$ cat src/rtl/apb_fpu_slave.sv
// APB register slave for the floating-point add/sub co-processor.
// Bus signals are sampled only on apb_edge cycles; everything runs on system_clk.
module apb_fpu_slave #(
    parameter int ADDR_W = 5,
    parameter int FLAG_W = 4
) (
    input  logic              system_clk,
    input  logic              nrst,
    input  logic              apb_edge,
    input  logic              psel,
    input  logic              penable,
    input  logic              pwrite,
    input  logic [ADDR_W-1:0] paddr,
    input  logic [31:0]       pwdata,
    output logic [31:0]       prdata,
    output logic              pready,
    output logic              pslverr,
    output logic [31:0]       op_a,
    output logic [31:0]       op_b,
    output logic              op_sel,
    output logic              start,
    input  logic              core_done,
    input  logic [31:0]       core_result,
    input  logic [FLAG_W-1:0] core_flags
);

    typedef enum logic [0:0] {
        IDLE   = 1'b0,
        ACCESS = 1'b1
    } state_t;

    localparam logic [2:0] REG_OPA    = 3'd0;
    localparam logic [2:0] REG_OPB    = 3'd1;
    localparam logic [2:0] REG_CTRL   = 3'd2;
    localparam logic [2:0] REG_STATUS = 3'd3;
    localparam logic [2:0] REG_RESULT = 3'd4;

    function automatic logic rd_legal(input logic [2:0] a);
        return (a <= REG_RESULT);
    endfunction

    // Writable registers are locked while an operation is in flight.
    function automatic logic wr_legal(input logic [2:0] a, input logic busy);
        return (a <= REG_CTRL) && !busy;
    endfunction

    state_t            state_q,   state_d;
    logic [2:0]        addr_q,    addr_d;
    logic              write_q,   write_d;
    logic [31:0]       wdata_q,   wdata_d;
    logic [31:0]       prdata_q,  prdata_d;
    logic              pslverr_q, pslverr_d;
    logic [31:0]       op_a_q,    op_a_d;
    logic [31:0]       op_b_q,    op_b_d;
    logic              op_sel_q,  op_sel_d;
    logic              start_q,   start_d;
    logic              busy_q,    busy_d;
    logic              done_q,    done_d;
    logic [31:0]       result_q,  result_d;
    logic [FLAG_W-1:0] flags_q,   flags_d;

    logic [2:0]        setup_addr_s;
    logic [31:0]       rd_val_s;
    logic [31:0]       status_s;
    logic              unused_s;

    assign setup_addr_s = paddr[4:2];
    assign unused_s     = ^paddr[1:0];

    // STATUS word assembled from live busy/done/flags.
    always_comb begin
        status_s              = 32'h0000_0000;
        status_s[0]           = busy_q;
        status_s[1]           = done_q;
        status_s[4 +: FLAG_W] = flags_q;
    end

    // Read mux for the address presented in the setup phase.
    always_comb begin
        case (setup_addr_s)
            REG_OPA:    rd_val_s = op_a_q;
            REG_OPB:    rd_val_s = op_b_q;
            REG_CTRL:   rd_val_s = {31'h0000_0000, op_sel_q};
            REG_STATUS: rd_val_s = status_s;
            REG_RESULT: rd_val_s = result_q;
            default:    rd_val_s = 32'h0000_0000;
        endcase
    end

    // Next-state logic: transfer FSM, register commits, launch and completion.
    always_comb begin
        state_d   = state_q;
        addr_d    = addr_q;
        write_d   = write_q;
        wdata_d   = wdata_q;
        prdata_d  = prdata_q;
        pslverr_d = pslverr_q;
        op_a_d    = op_a_q;
        op_b_d    = op_b_q;
        op_sel_d  = op_sel_q;
        start_d   = 1'b0;
        busy_d    = busy_q;
        done_d    = done_q;
        result_d  = result_q;
        flags_d   = flags_q;

        case (state_q)
            IDLE: begin
                if (apb_edge && psel && !penable) begin
                    state_d = ACCESS;
                    addr_d  = setup_addr_s;
                    write_d = pwrite;
                    wdata_d = pwdata;
                    if (pwrite) begin
                        prdata_d  = 32'h0000_0000;
                        pslverr_d = !wr_legal(setup_addr_s, busy_q);
                    end else begin
                        prdata_d  = rd_val_s;
                        pslverr_d = !rd_legal(setup_addr_s);
                    end
                end else begin
                    state_d = IDLE;
                end
            end
            ACCESS: begin
                if (apb_edge) begin
                    state_d = IDLE;
                    // Illegal transfers and aborted ones leave all state untouched.
                    if (psel && penable && !pslverr_q) begin
                        if (write_q) begin
                            case (addr_q)
                                REG_OPA: op_a_d = wdata_q;
                                REG_OPB: op_b_d = wdata_q;
                                REG_CTRL: begin
                                    op_sel_d = wdata_q[0];
                                    if (wdata_q[1]) begin
                                        start_d = 1'b1;
                                        busy_d  = 1'b1;
                                        done_d  = 1'b0;
                                    end else begin
                                        start_d = 1'b0;
                                    end
                                end
                                default: op_a_d = op_a_q;
                            endcase
                        end else if (addr_q == REG_STATUS) begin
                            done_d = 1'b0;
                        end else begin
                            done_d = done_q;
                        end
                    end else begin
                        done_d = done_q;
                    end
                end else begin
                    state_d = ACCESS;
                end
            end
            default: state_d = IDLE;
        endcase

        // Completion is applied last so it wins over a same-cycle STATUS clear.
        if (core_done && busy_q) begin
            result_d = core_result;
            flags_d  = core_flags;
            done_d   = 1'b1;
            busy_d   = 1'b0;
        end else begin
            result_d = result_d;
        end
    end

    // State and output registers.
    always_ff @(posedge system_clk or negedge nrst) begin
        if (!nrst) begin
            state_q   <= IDLE;
            addr_q    <= 3'd0;
            write_q   <= 1'b0;
            wdata_q   <= 32'h0000_0000;
            prdata_q  <= 32'h0000_0000;
            pslverr_q <= 1'b0;
            op_a_q    <= 32'h0000_0000;
            op_b_q    <= 32'h0000_0000;
            op_sel_q  <= 1'b0;
            start_q   <= 1'b0;
            busy_q    <= 1'b0;
            done_q    <= 1'b0;
            result_q  <= 32'h0000_0000;
            flags_q   <= {FLAG_W{1'b0}};
        end else begin
            state_q   <= state_d;
            addr_q    <= addr_d;
            write_q   <= write_d;
            wdata_q   <= wdata_d;
            prdata_q  <= prdata_d;
            pslverr_q <= pslverr_d;
            op_a_q    <= op_a_d;
            op_b_q    <= op_b_d;
            op_sel_q  <= op_sel_d;
            start_q   <= start_d;
            busy_q    <= busy_d;
            done_q    <= done_d;
            result_q  <= result_d;
            flags_q   <= flags_d;
        end
    end

    assign prdata  = prdata_q;
    assign pready  = 1'b1;
    assign pslverr = pslverr_q;
    assign op_a    = op_a_q;
    assign op_b    = op_b_q;
    assign op_sel  = op_sel_q;
    assign start   = start_q;

endmodule

$ cat config.mk
export PLATFORM = sky130hd
export DESIGN_NAME = apb_fpu_slave
export DESIGN_NICKNAME = d
export VERILOG_FILES = /design/src/rtl/apb_fpu_slave.sv
export SDC_FILE = /design/constraint.sdc
export NUM_CORES = 1
export LEC_CHECK = 0
export CAP_MARGIN = 5
export CORE_UTILIZATION = 44
export DETAILED_ROUTE_END_ITERATION = 10
export MAX_ROUTING_LAYER = met4
export PLACE_DENSITY = 0.84
export SYNTH_ARGS = -nofsm -noshare
export SYNTH_HDL_FRONTEND = slang
export SYNTH_SLANG_ARGS = --single-unit
$ cat constraint.sdc
create_clock -name system_clk -period 1.74 [get_ports system_clk]
set_input_delay 0.261 -clock system_clk [delete_from_list [all_inputs] [get_ports system_clk]]
set_output_delay 0.261 -clock system_clk [all_outputs]
set_load 0.01 [all_outputs]
==> results of run 1 <==
[metal layers]
metal | GRT usage | wire length, um | vias to the layer above
met1 | 0.320 | 8370 | 2718
met5 | - | 0 | -
met2 | 0.415 | 9930 | 182
met3 | 0.0451 | 915 | 32
met4 | 0.0670 | 284 | 0
li1 | - | - | 2423
[layout by cell type, fill, tap and decap left out, drive strengths merged, types with 3 or more instances in the layout]
cell type and instances:
clkbuf 21, o21ai 29, inv 6, clkdlybuf4s50 170
o22ai 5, mux2i 38, mux2 101, bufinv 3
nand2 134, dfrtp 174, buf 45, a22o 32
dlygate4sd2 3, nor2 4, clkinv 6
[cells in the mapped netlist]
library cell / number
buf_1: 2
and4_1: 1
nor3b_1: 1
or2_2: 1
clkbuf_1: 24
conb_1: 1
a31o_2: 1
nor4_1: 1
nor2b_1: 2
o22ai_1: 5
o21ai_0: 29
or4_1: 1
a22o_1: 32
o21a_1: 1
nand2b_1: 1
a2111oi_4: 1
nor2_1: 4
a211oi_2: 1
mux2_1: 1
nor3_1: 2
mux2_2: 100
buf_6: 2
buf_2: 9
a2111oi_0: 1
o31ai_1: 1
or3_1: 1
o32ai_1: 1
dfrtp_1: 174
buf_4: 1
nand2_1: 134
mux2i_1: 38
nand3_1: 2
inv_1: 4
[cells by family (layout without fill, tap and decap cells)]
family          Yosys count  after routing  share of synthesized area
other cells               1              1                   0.000521
simple gates            151            151                     0.0832
mux                     139            139                      0.211
compound gates           73             73                     0.0747
flops                   174            174                      0.605
buf+inv                  42            257                     0.0261
[cell type report]
| class | instances | area, um^2 |
|---|---|---|
| tap | 216 | 270 |
| fill | 1178 | 5630 |
| clock buffer | 20 | 457 |
| multi-input combinational | 364 | 2760 |
| clock inverter | 12 | 160 |
| inverter | 4 | 15.0 |
| sequential | 174 | 4350 |
| timing repair buffer | 221 | 2300 |
[worst paths after layout]
path                                         startpoint                        to  depth (start not counted)
max in group asynchronous                          nrst  result_q[27]$_DFFE_PN0P_                          3
worst min-delay path                           apb_edge         state_q$_DFF_PN0_                          2
worst max-delay path              addr_q[0]$_DFFE_PN0P_      op_b[16]$_DFFE_PN0P_                          5
min in group asynchronous                          nrst      op_a[26]$_DFFE_PN0P_                          2
worst min register to register  wdata_q[10]$_DFFE_PN0P_   wdata_q[10]$_DFFE_PN0P_                          2
worst max register to register    addr_q[0]$_DFFE_PN0P_      op_b[16]$_DFFE_PN0P_                          5
[worst reg2reg max path: cells and delay by family (launching register included)]
kind	cells	cell delay [ps]
buffers and inverters	2	240
DFF	1	390
muxes	1	360
and+or+nand+nor	2	710
[registers in the layout, summed over array words and instances (netlist names), 3 cells and up]
signal and count:
op_a 32, op_b 32, prdata 32, result_q 32, wdata_q 32, flags_q 4, addr_q 3
[through the flow]
stage / utilization / total power (uW) / area (um^2) / setup slack, ps / setup TNS, ps
5_1_grt: 0.647 / 10100 / 10300 / -175 / -7620
3_5_place_dp: 0.596 / 5830 / 9500 / -536 / -56290
2_1_floorplan: - / 5160 / 7220 / -25.6 / -748
4_1_cts: 0.644 / 9790 / 10300 / -60.6 / -1220
6_report: 0.647 / 9750 / 10300 / -60.2 / -1160
3_3_place_gp: 0.596 / 5790 / 9500 / -493 / -51590
[where the power goes]
group | internal (uW) | switching [uW] | leakage [uW]
Sequential | 4400 | 280 | 0.00236
Combinational | 616 | 498 | 0.00226
Clock | 2350 | 1600 | 0.000301
Total | 7360 | 2380 | 0.00493
[repair_timing]
action | in CTS | in global routing
endpoints found under the hold margin | 27 | 0
gates resized for setup | 20 | 7
endpoints found under the setup margin | 60 | 77
pin swaps | 5 | 1
hold buffers | 1 | 0
cloned | 2 | 1
buffers inserted | 3 | 0
==> impl_metrics.py, run 1 <==
metrics = {
    "route": {
        "final_antenna_net_count": 0,
        "first_pass_iters": 5,
        "dr_total_vias": 5355,
        "drc_errors": 0,
        "wl_per_cell_um": 19.3,
        "vias_per_cell": 5.30,
        "drt-total-wl_um": 19500,
        "first_iter_violations": 303,
    },
    "global_route": {
        "antenna_found_initial": 0,
        "grt_pass1_vias": 5600,
        "grt_max_degree": 52,
        "grt_pass1_wl_um": 30600,
        "grt_overflow": 0,
        "grtUsageTotal": 0.251,
    },
    "worst_setup_path": {
        "crit_buf_inv": 2,
        "startpoint_type": "flop",
        "critPathSlowestCell": "or4_4",
        "critPathArrivalTime_ps": 2110,
        "cpLargestDelayFamily": "simple AND/OR/NAND/NOR gates",
        "crit_fanout": 14,
        "max_stage_delay_ps": 530,
        "crit_path_cell_trace": "inv_2 -> or4_4 -> nor2_4 -> buf_12 -> mux2_2",
        "reg2reg_slack_ps": -60,
        "crit_type": "flop to flop",
        "end_kind": "flop",
        "critical_path_required_ps": 2050,
    },
    "clocking": {
        "clockRootBuffer": "clkbuf_16",
        "clock_path_buffers": 2,
        "cts_tree": "yes",
        "htree_levels": 4,
        "cts.clk_slew.worst_paths_ps": 60,
        "numCtsBuffers": 17,
        "cts.sinks": 174,
        "insertion_delay_ps": 420,
    },
    "place": {
        "gp_congestion": 0.818,
        "hpwl_um": 13000,
        "dp.cells": 972,
        "port-buffer-count": 176,
    },
    "timing": {
        "slew_viol_final": 0,
        "hold_viol": 0,
        "hold-worst-slack_ps": 207,
        "fin_crit_sh": 1.03,
        "worst_slack_ps": -60.2,
        "fmax_ghz": 0.555,
        "fin_skew_ps": 7.24,
        "rsz0062_at_grt": "true",
        "worst_slew_pin_slew_ps": 1280,
        "slew_headroom": 0.145,
        "setup_violations": 42,
        "period_needed_ps": 1800,
    },
    "die": {
        "dieArea_mm2": 0.0169,
        "initial_core_util": 0.452,
        "die_h_um": 130,
        "rows": 46,
        "coreArea_mm2": 0.0159,
        "die_w_um": 130,
        "io_pins": 180,
    },
    "logic_synthesis": {
        "ys_types": 33,
        "avgSynthCellArea_um2": 12.4,
        "synth_top_cell_by_area": "dfrtp_1",
        "yosys_warnings": 0,
        "syn_inst": 580,
        "synth_top_area_frac": 0.605,
        "ys_seq_area_frac": 0.605,
        "syn_area_mm2": 0.00720,
        "ys_top_cells_by_area": "dfrtp_1 60%, mux2_2 16%, nand2_1 7.0%, mux2i_1 5.3%, a22o_1 3.9%",
        "synthesis.nets": 660,
        "ys_seq_elements": 174,
    },
    "layout": {
        "final_cells": 1011,
        "final_nets": 862,
        "diodes": 0,
        "drive_gt1_frac": 0.240,
        "area_delta_synth_final_pct": 43.2,
    },
    "status": {
        "status": "finished, violations left",
        "violations": "negative setup slack",
    },
    "pwr": {
        "p_per_area_mw_per_mm2": 945,
        "leakage_uw": 0.00493,
        "max-vdd-ir-drop_v": 0.000682,
    },
    "job": {
        "cap_violations": 0,
    },
    "min_path": {
        "min_path_type": "input port to flop",
    },
}
Power figures use the tool's default switching activity.
==> inputs of run 2 (changes only) <==
Settings changed: CORE_UTILIZATION 44 to 45, PLACE_DENSITY 0.84 to 0.82.
Clock period 1.74 ns to 2.3 ns, I/O delays scaled along.
==> impl_metrics.py, run 2 (synthesis gave the netlist of run 1 again) <==
metrics = {
    "die": {
        "die_h_um": 128,
        "coreArea_mm2": 0.0154,
        "dieArea_mm2": 0.0165,
        "rows": 45,
        "initial_core_util": 0.467,
        "die_w_um": 128,
        "io_pins": 180,
    },
    "route": {
        "drc_errors": 0,
        "vias_per_cell": 5.20,
        "first_iter_violations": 245,
        "first_pass_iters": 5,
        "wl_met3_um": 1020,
        "wl_met2_um": 9250,
        "dr_total_vias": 5158,
        "drt-total-wl_um": 18800,
        "top_layer_used": "met4",
        "final_antenna_net_count": 0,
        "wl_met1_um": 8320,
        "wl_per_cell_um": 19.0,
    },
    "pwr": {
        "p_sw_frac": 0.230,
        "pwr-share-seq": 0.465,
        "max-vdd-ir-drop_v": 0.000519,
        "internal_power_uw": 5840,
        "clkPwrFrac": 0.428,
        "leakage_uw": 0.00481,
        "p_per_area_mw_per_mm2": 754,
        "combinationalPowerShare": 0.107,
        "p_switching_uw": 1750,
    },
    "layout": {
        "drive_gt1_frac": 0.218,
        "diodes": 0,
        "final_cells": 992,
        "design_area_mm2": 0.0101,
        "mostFrequentLayoutCells": "174 x dfrtp_1, 174 x clkdlybuf4s50_1, 133 x nand2_1, 100 x mux2_2, 38 x mux2i_1",
        "final_nets": 848,
        "area_delta_synth_final_pct": 39.7,
    },
    "clocking": {
        "cts.clk_slew.worst_paths_ps": 70,
        "htree_levels": 4,
        "cts_resized": 0,
        "clockRootBuffer": "clkbuf_16",
        "numCtsBuffers": 17,
        "insertion_delay_ps": 430,
        "cts.sinks": 174,
        "clock_path_buffers": 2,
        "cts_tree": "yes",
    },
    "worst_setup_path": {
        "cpLargestDelayFamily": "simple AND/OR/NAND/NOR gates",
        "reg2reg_slack_ps": 370,
        "r2r-start": "pslverr$_DFFE_PN0P_",
        "crit_path_cell_trace": "clkdlybuf4s50_1 -> nand2_1 -> or4_1 -> nor2_4 -> buf_12 -> mux2_2",
        "critPathArrivalTime_ps": 2320,
        "critical_path_required_ps": 2600,
        "rr_worst_depth": 4,
        "critPathSlowestCell": "or4_1",
        "worstSetupStartpoint": "apb_edge",
        "end_kind": "flop",
        "startpoint_type": "input port",
        "crit_fanout": 19,
        "max_stage_delay_ps": 580,
        "crit_type": "input port to flop",
        "crit_buf_inv": 2,
        "timing.rr.end": "op_b[7]$_DFFE_PN0P_",
    },
    "place": {
        "port-buffer-count": 176,
        "gp_congestion": 0.875,
        "dp.cells": 959,
        "hpwl_um": 12900,
        "placed_area_mm2": 0.00939,
    },
    "timing": {
        "slew_headroom": 0.648,
        "setup_violations": 0,
        "period_needed_ps": 2020,
        "rsz0062_at_grt": "false",
        "worst_slew_pin_slew_ps": 528,
        "hold_viol": 0,
        "fin_skew_ps": 12.7,
        "fin_crit_sh": 0.876,
        "fmax_ghz": 0.496,
        "fin_tns_setup_ps": 0,
        "slew_viol_final": 0,
    },
    "global_route": {
        "grtUsageTotal": 0.250,
        "grt_pass1_vias": 5608,
        "grt_overflow": 0,
        "antenna_found_initial": 0,
        "grt_max_degree": 59,
        "grt_pass1_wl_um": 29900,
    },
    "min_path": {
        "min_path_type": "input port to asynchronous set/reset pin",
    },
    "job": {
        "cap_violations": 0,
    },
    "status": {
        "status": "finished, final reports clean",
    },
}
[run 2: cell count changes in the layout (fill, tap and decap cells not counted), moves of 4 or more]
cell,previous run,this run
buf_12,11,7
clkdlybuf4s50_1,170,174
buf_4,27,23
mux2_2,85,100
mux2_4,15,0
[run 2: routing by layer]
layer / GRT usage / up-vias
li1: - / 2383
met1: 0.309 / 2602
met2: 0.407 / 154
met3: 0.0624 / 19
met4: 0.0678 / 0
met5: - / -
[run 2: power groups by stage]
stage	Clock, uW	Combinational [uW]	Sequential [uW]
after floorplan	0	359	3540
after global placement	0	783	3550
after detailed placement	0	815	3580
after CTS	3290	826	3520
after global routing	3430	890	3560
final	3240	815	3530
[run 2: metrics by stage]
stage          utilization  setup WS, ps  total power [uW]  hold slack (ps)
2_1_floorplan            -           399              3900             49.4
3_3_place_gp         0.608         -69.6              4330              246
3_5_place_dp         0.608          -138              4390              256
4_1_cts              0.652           304              7640              367
5_1_grt              0.652           252              7880              377
6_report             0.652           285              7580              371
[run 2: layout make-up]
type	instances	area, um^2
clock buffers	22	454
clock inverters	10	210
flip-flops and latches	174	4350
inverters	4	15.0
well taps	211	264
repair buffers	207	2080
fillers	1160	5370
multi-input cells	364	2680
[run 2: worst register-to-register path, delay by kind of cell (launching register included)]
family                 cells  cell delay, ps
buffers and inverters      1             200
DFF                        1             410
muxes                      1             360
and+or+nand+nor            2             830
[run 2: repair_timing]
item | in CTS | in global routing
hold buffers | 1 | 0
hold endpoints to repair | 30 | 0
buffers inserted | 0 | 0
[run 2: how the worst max path moves through the flow]
stage	to	slack, ps	cells past startpoint
6_report	op_b[7]$_DFFE_PN0P_	280	6
5_1_grt	prdata[22]$_DFFE_PN0P_	250	6
3_3_place_gp	op_b[3]$_DFFE_PN0P_	-70	6
2_1_floorplan	op_b[10]$_DFFE_PN0P_	400	4
4_1_cts	op_b[1]$_DFFE_PN0P_	300	6
3_5_place_dp	op_b[7]$_DFFE_PN0P_	-140	6
==> RTL edit 1 (settings of run 1) <==
Register the output `pslverr` once more, cleared by the reset; this adds one clock of latency there. The other outputs are not delayed to match.
--- a/src/rtl/apb_fpu_slave.sv
+++ b/src/rtl/apb_fpu_slave.sv
@@ -206,7 +206,13 @@
 
     assign prdata  = prdata_q;
     assign pready  = 1'b1;
-    assign pslverr = pslverr_q;
+    always_ff @(posedge system_clk or negedge nrst) begin
+        if (!nrst) begin
+            pslverr <= '0;
+        end else begin
+            pslverr <= pslverr_q;
+        end
+    end
     assign op_a    = op_a_q;
     assign op_b    = op_b_q;
     assign op_sel  = op_sel_q;
Check against the original RTL: not equivalent (Yosys sat finds a counterexample within 4 cycles, from zero or initial values and one cycle with nrst low).
==> RTL edit 1 against run 1 <==
The run still ends with setup timing left. Final area decreased by 1.7%. Worst setup slack improved by 3.5 ps. Synthesized area increased by 0.35%. Wire length decreased by 2.6%. Non-clock buffer count decreased by 8. Sequential cell count increased by 1. Total power decreased by 2.7%. Worst hold slack got worse by 16 ps. Largest power group unchanged.
==> RTL edit 1: results (changes against run 1) <==
stage,metric,value,unit,change
finish,drive_gt1_frac,0.2284,,-0.01183
setup_path,ff2ff_path_depth,4,,-1
pwr,vdd_drop_max,0.0006915,V,+1.4%
setup_path,reg2reg_to,op_b[19],,
placement,post-dp-hpwl,12.96,mm,-0.50%
clock_network,cts_setup_buffers,0,,-3
routing,wl_per_cell,18.92,um,-1.9%
global_route,grt_pass1_wl,29.97,mm,-2.1%
routing,met1_length,8.121,mm,-3.0%
clock_network,clk_pin_slew,60,ps,about the same
sta,layout_setup_ws,-56.64,ps,+3.539 ps
sta,max_slew_margin,0.3876,,+0.2424
routing,wl_met2,9.648,mm,-2.8%
finish,nFillCells,1213,,+3.0%
worst_hold_path,whs_path_depth,3,,+1
sta,setup_viol,30,,-29%
setup_path,timing.rr.start,pslverr_q,,
yosys,ys_seq_area_frac,0.6061,,+0.001369
finish,nets,855,,-0.81%
yosys,synth_cell_types,33,,unchanged
placement,placed_cell_area,9512,um2,+0.11%
run_status,violations,setup timing,,
finish,multi_input_area,2726,um2,-1.1%
yosys,ys_warn_count,0,,unchanged
routing,vias,5261,,-1.8%
sta,finClkSkew,8.310,ps,+1.072 ps
routing,drtIter0Drc,250,,-17%
placement,gp_congestion,0.8192,,+0.21%
pwr,leakage,4.836,nW,-1.8%
yosys,synth_top_flop_cell,dfrtp_1,,
worst_hold_path,min-delay-start,apb_edge,,
yosys,synthTopCellsByArea,"dfrtp_1 61%, mux2_2 16%, nand2_1 7.0%",,
global_route,antenna_found_initial,0,,unchanged
yosys,synth_common_cells,"175 x dfrtp_1, 134 x nand2_1, 100 x mux2_2",,
global_route,first_global_vias,5511,,-1.6%
global_route,grt_usage,0.2457,,-0.005523
routing,wl_met3,1.079,mm,+18%
global_route,grt_max_degree,46,,-12%
clock_network,worstSkewPairLatency,420,ps,about the same
setup_path,worstPathMaxFanout,18,,+4
yosys,syn-num-nets,661,,+0.15%
routing,dr.pass1.iters,6,,+1
run_status,status,"finished, violations left",,
pwr,p_sw,2.293,mW,-3.8%
[RTL edit 1: changes by cell type in the layout (fill, tap and decap cells not counted), moves of 2 or more]
cell             change
clkinvlp_4           +3
inv_6                -2
mux2_2               +6
clkdlybuf4s50_1      +2
clkbuf_1             +3
buf_4                -5
clkinv_4             -3
mux2_4               -5
dlygate4sd2_1        -3
[RTL edit 1: worst max path at each step]
stage,cells after the start,slack [ps],endpoint
3_3_place_gp,6,-470,op_b[15]
3_5_place_dp,6,-510,op_b[22]
5_1_grt,4,-80,op_b[9]
6_report,4,-60,op_b[19]
2_1_floorplan,4,20,op_b[10]
4_1_cts,4,-50,op_b[15]
[RTL edit 1: what timing repair did]
| item | 4_1_cts | 5_1_grt |
|---|---|---|
| setup endpoints to repair | 61 | 90 |
| gates resized for setup | 13 | 2 |
| endpoints found under the hold margin | 38 | 0 |
| pin swaps | 1 | 0 |
| hold buffers | 1 | 0 |
[RTL edit 1: area by class of cell]
| type | count | share of cell area |
|---|---|---|
| clock buffer | 22 | 0.04478 |
| sequential | 175 | 0.4317 |
| inverter | 4 | 0.001480 |
| clock inverter | 10 | 0.01122 |
| tap | 216 | 0.02664 |
| timing repair buffer | 213 | 0.2154 |
| multi-input combinational | 364 | 0.2688 |
[RTL edit 1: kinds of logic after synthesis]
logic type             Yosys count  share of synthesized area
other                            1                  0.0005190
DFF                            175                     0.6061
buffers and inverters           42                    0.02597
muxes                          139                     0.2100
AOI/OAI and AO/OA               73                    0.07446
and+or+nand+nor                151                    0.08295
[RTL edit 1: power by group through the flow]
stage                     logic [mW]  registers [mW]  clock network (mW)
after detailed placement        1.11            4.75                   0
after global placement          1.07            4.74                   0
after global routing            1.22            4.73                3.92
final                           1.12            4.69                3.67
after floorplan                0.478            4.71                   0
after CTS                       1.13            4.69                3.74
[RTL edit 1: metal layers]
layer,GRT usage,up-vias
li1,-,2406
met1,0.3043,2675
met2,0.4030,167
met3,0.06232,13
met4,0.06019,0
met5,-,-
[RTL edit 1: per-stage QoR]
stage	setup TNS, ps	hold WS (ps)	std cells	setup WS, ps	total power [mW]
2_1_floorplan	0	-34.59	581	20.17	5.186
3_3_place_gp	-41200	225.7	971	-467.3	5.808
3_5_place_dp	-47660	235.6	971	-506.9	5.860
4_1_cts	-1032	297.8	1004	-54.41	9.552
5_1_grt	-3814	223.6	1004	-81.62	9.872
6_report	-1019	191.1	1004	-56.64	9.480
[RTL edit 1: worst max-delay path, cell delays in order (launching register included)]
cell and delay [ps]:
dfrtp_1 390, or4_4 570, nor2_4 170, buf_12 190, mux2_2 350
==> RTL edit 2 (flow settings as in run 1) <==
Made on the original files. Set the parameter `FLAG_W` to 6 (it was 4).
--- a/src/rtl/apb_fpu_slave.sv
+++ b/src/rtl/apb_fpu_slave.sv
@@ -2,7 +2,7 @@
 // Bus signals are sampled only on apb_edge cycles; everything runs on system_clk.
 module apb_fpu_slave #(
     parameter int ADDR_W = 5,
-    parameter int FLAG_W = 4
+    parameter int FLAG_W = 6
 ) (
     input  logic              system_clk,
     input  logic              nrst,
Interface: changed (resized core_flags); port bits go from 180 to 182. No check against the original RTL was run, so the function may have changed too.
==> RTL edit 2 against run 1 <==
The run still ends with setup timing left. Clock skew grew 4.0 ps. Worst setup slack lost 27 ps. First-iteration DRC count shrank 23%. Total power grew 1.7%. Wire length shrank 4.3%. Sequential share of layout area grew 0.87 points. Synthesized cell count grew 1.7%. Sequential power grew 3%. Final area shrank 0.90%. Via count shrank 0.17%. Sequential cell count grew 2. Synthesized area grew 1.6%. Maximum frequency shrank 1.5%. Global-route usage shrank 1.3 points. Critical path type unchanged.
==> RTL edit 2: results (changes against run 1) <==
stage,metric,value,unit,change
run_status,status,"finished, violations left",,
run_status,violations,setup timing,,
global_route,first_global_vias,5603,,+0.054%
setup_path,worstPathMaxFanout,23,,+9
yosys,syn-num-nets,672,,+1.8%
global_route,grt_max_degree,47,,-9.6%
placement,post-dp-hpwl,12.76,mm,-2.0%
routing,vias_per_cell,5.283,,-0.27%
routing,met1_length,8.101,mm,-3.2%
yosys,synth_common_cells,"176 x dfrtp_1, 133 x nand2_1, 102 x mux2_2",,
yosys,ys_seq_area_frac,0.6021,,-0.002570
routing,wl_met2,9.308,mm,-6.2%
sta,layout_setup_ws,-87.68,ps,-27.49 ps
placement,portBuffers,178,,+1.1%
yosys,yosysTopAreaCellShare,0.6021,,-0.002570
routing,drtIter0Drc,232,,-23%
yosys,syn_avg_cell_area,12.40,um2,-0.14%
placement,dp_slack,-521.6,ps,+14.66 ps
pwr,vdd_drop_max,0.0006835,V,+0.18%
placement,placedCellCount,977,,+0.51%
sta,max_slew_margin,0.6570,,+0.5118
finish,drive_gt1_frac,0.2274,,-0.01286
sta,setup_viol,64,,+52%
placement,gp_congestion,0.7936,,-2.9%
routing,wirelength,18.67,mm,-4.3%
sta,finClkSkew,11.23,ps,+3.994 ps
setup_path,max_stage_delay,570,ps,+40 ps
pwr,p_sw,2.462,mW,+3.3%
global_route,grt_pass1_wl,29.58,mm,-3.4%
finish,final_cells,1012,,+0.099%
routing,wl_met3,927,um,+1.3%
pwr,leakage,4.878,nW,-0.98%
global_route,grt_usage,0.2385,,-0.01268
RTL edit 2: final timing paths:
check	start	end	slack (ps)	depth (start not counted)
min in group asynchronous	nrst	wdata_q[10]	330	2
worst min-delay path	paddr[4]	addr_q[2]	320	3
worst max register to register	pslverr	op_b[18]	-90	4
worst max-delay path	pslverr	op_b[18]	-90	4
max in group asynchronous	nrst	prdata[19]	840	3
worst min register to register	wdata_q[21]	wdata_q[21]	490	2
RTL edit 2: cells by family after synthesis:
| family | Yosys count | share of synthesized area |
|---|---|---|
| compound gates | 77 | 0.07612 |
| buf+inv | 43 | 0.02720 |
| flops | 176 | 0.6021 |
| mux | 139 | 0.2078 |
| other cells | 1 | 0.0005127 |
| simple gates | 154 | 0.08622 |
RTL edit 2: final cells by class:
cell class,count,area (um2)
sequential,176,4404
clock buffer,20,456.7
inverter,4,15.01
clock inverter,12,133.9
tap,216,270.3
timing repair buffer,213,2200
multi-input combinational,371,2743
fill,1204,5836
RTL edit 2: per-stage QoR:
step	hold slack, ps	total power, mW	setup TNS [ps]	instance area [um2]
after detailed placement	199.7	6.197	-51350	9577
after global placement	198.6	6.133	-42410	9577
final	319.8	9.916	-3168	10220
after CTS	295.4	9.997	-2618	10220
after floorplan	-34.59	5.433	-744.0	7323
after global routing	353.4	10.32	-6211	10220
RTL edit 2: timing repair:
| item | 4_1_cts | 5_1_grt |
|---|---|---|
| hold buffers | 1 | 0 |
| gates resized for setup | 3 | 0 |
| gates cloned | 1 | 0 |
| setup buffers | 1 | 0 |
| setup endpoints to repair | 89 | 88 |
| pin swaps | 1 | 1 |
| hold endpoints to repair | 35 | 0 |
RTL edit 2: critical path: cells and delay by family (launching register included):
family | cells | cell delay (ps)
buffers and inverters | 1 | 190
AND/OR/NAND/NOR | 2 | 720
flip-flops | 1 | 400
multiplexers | 1 | 350
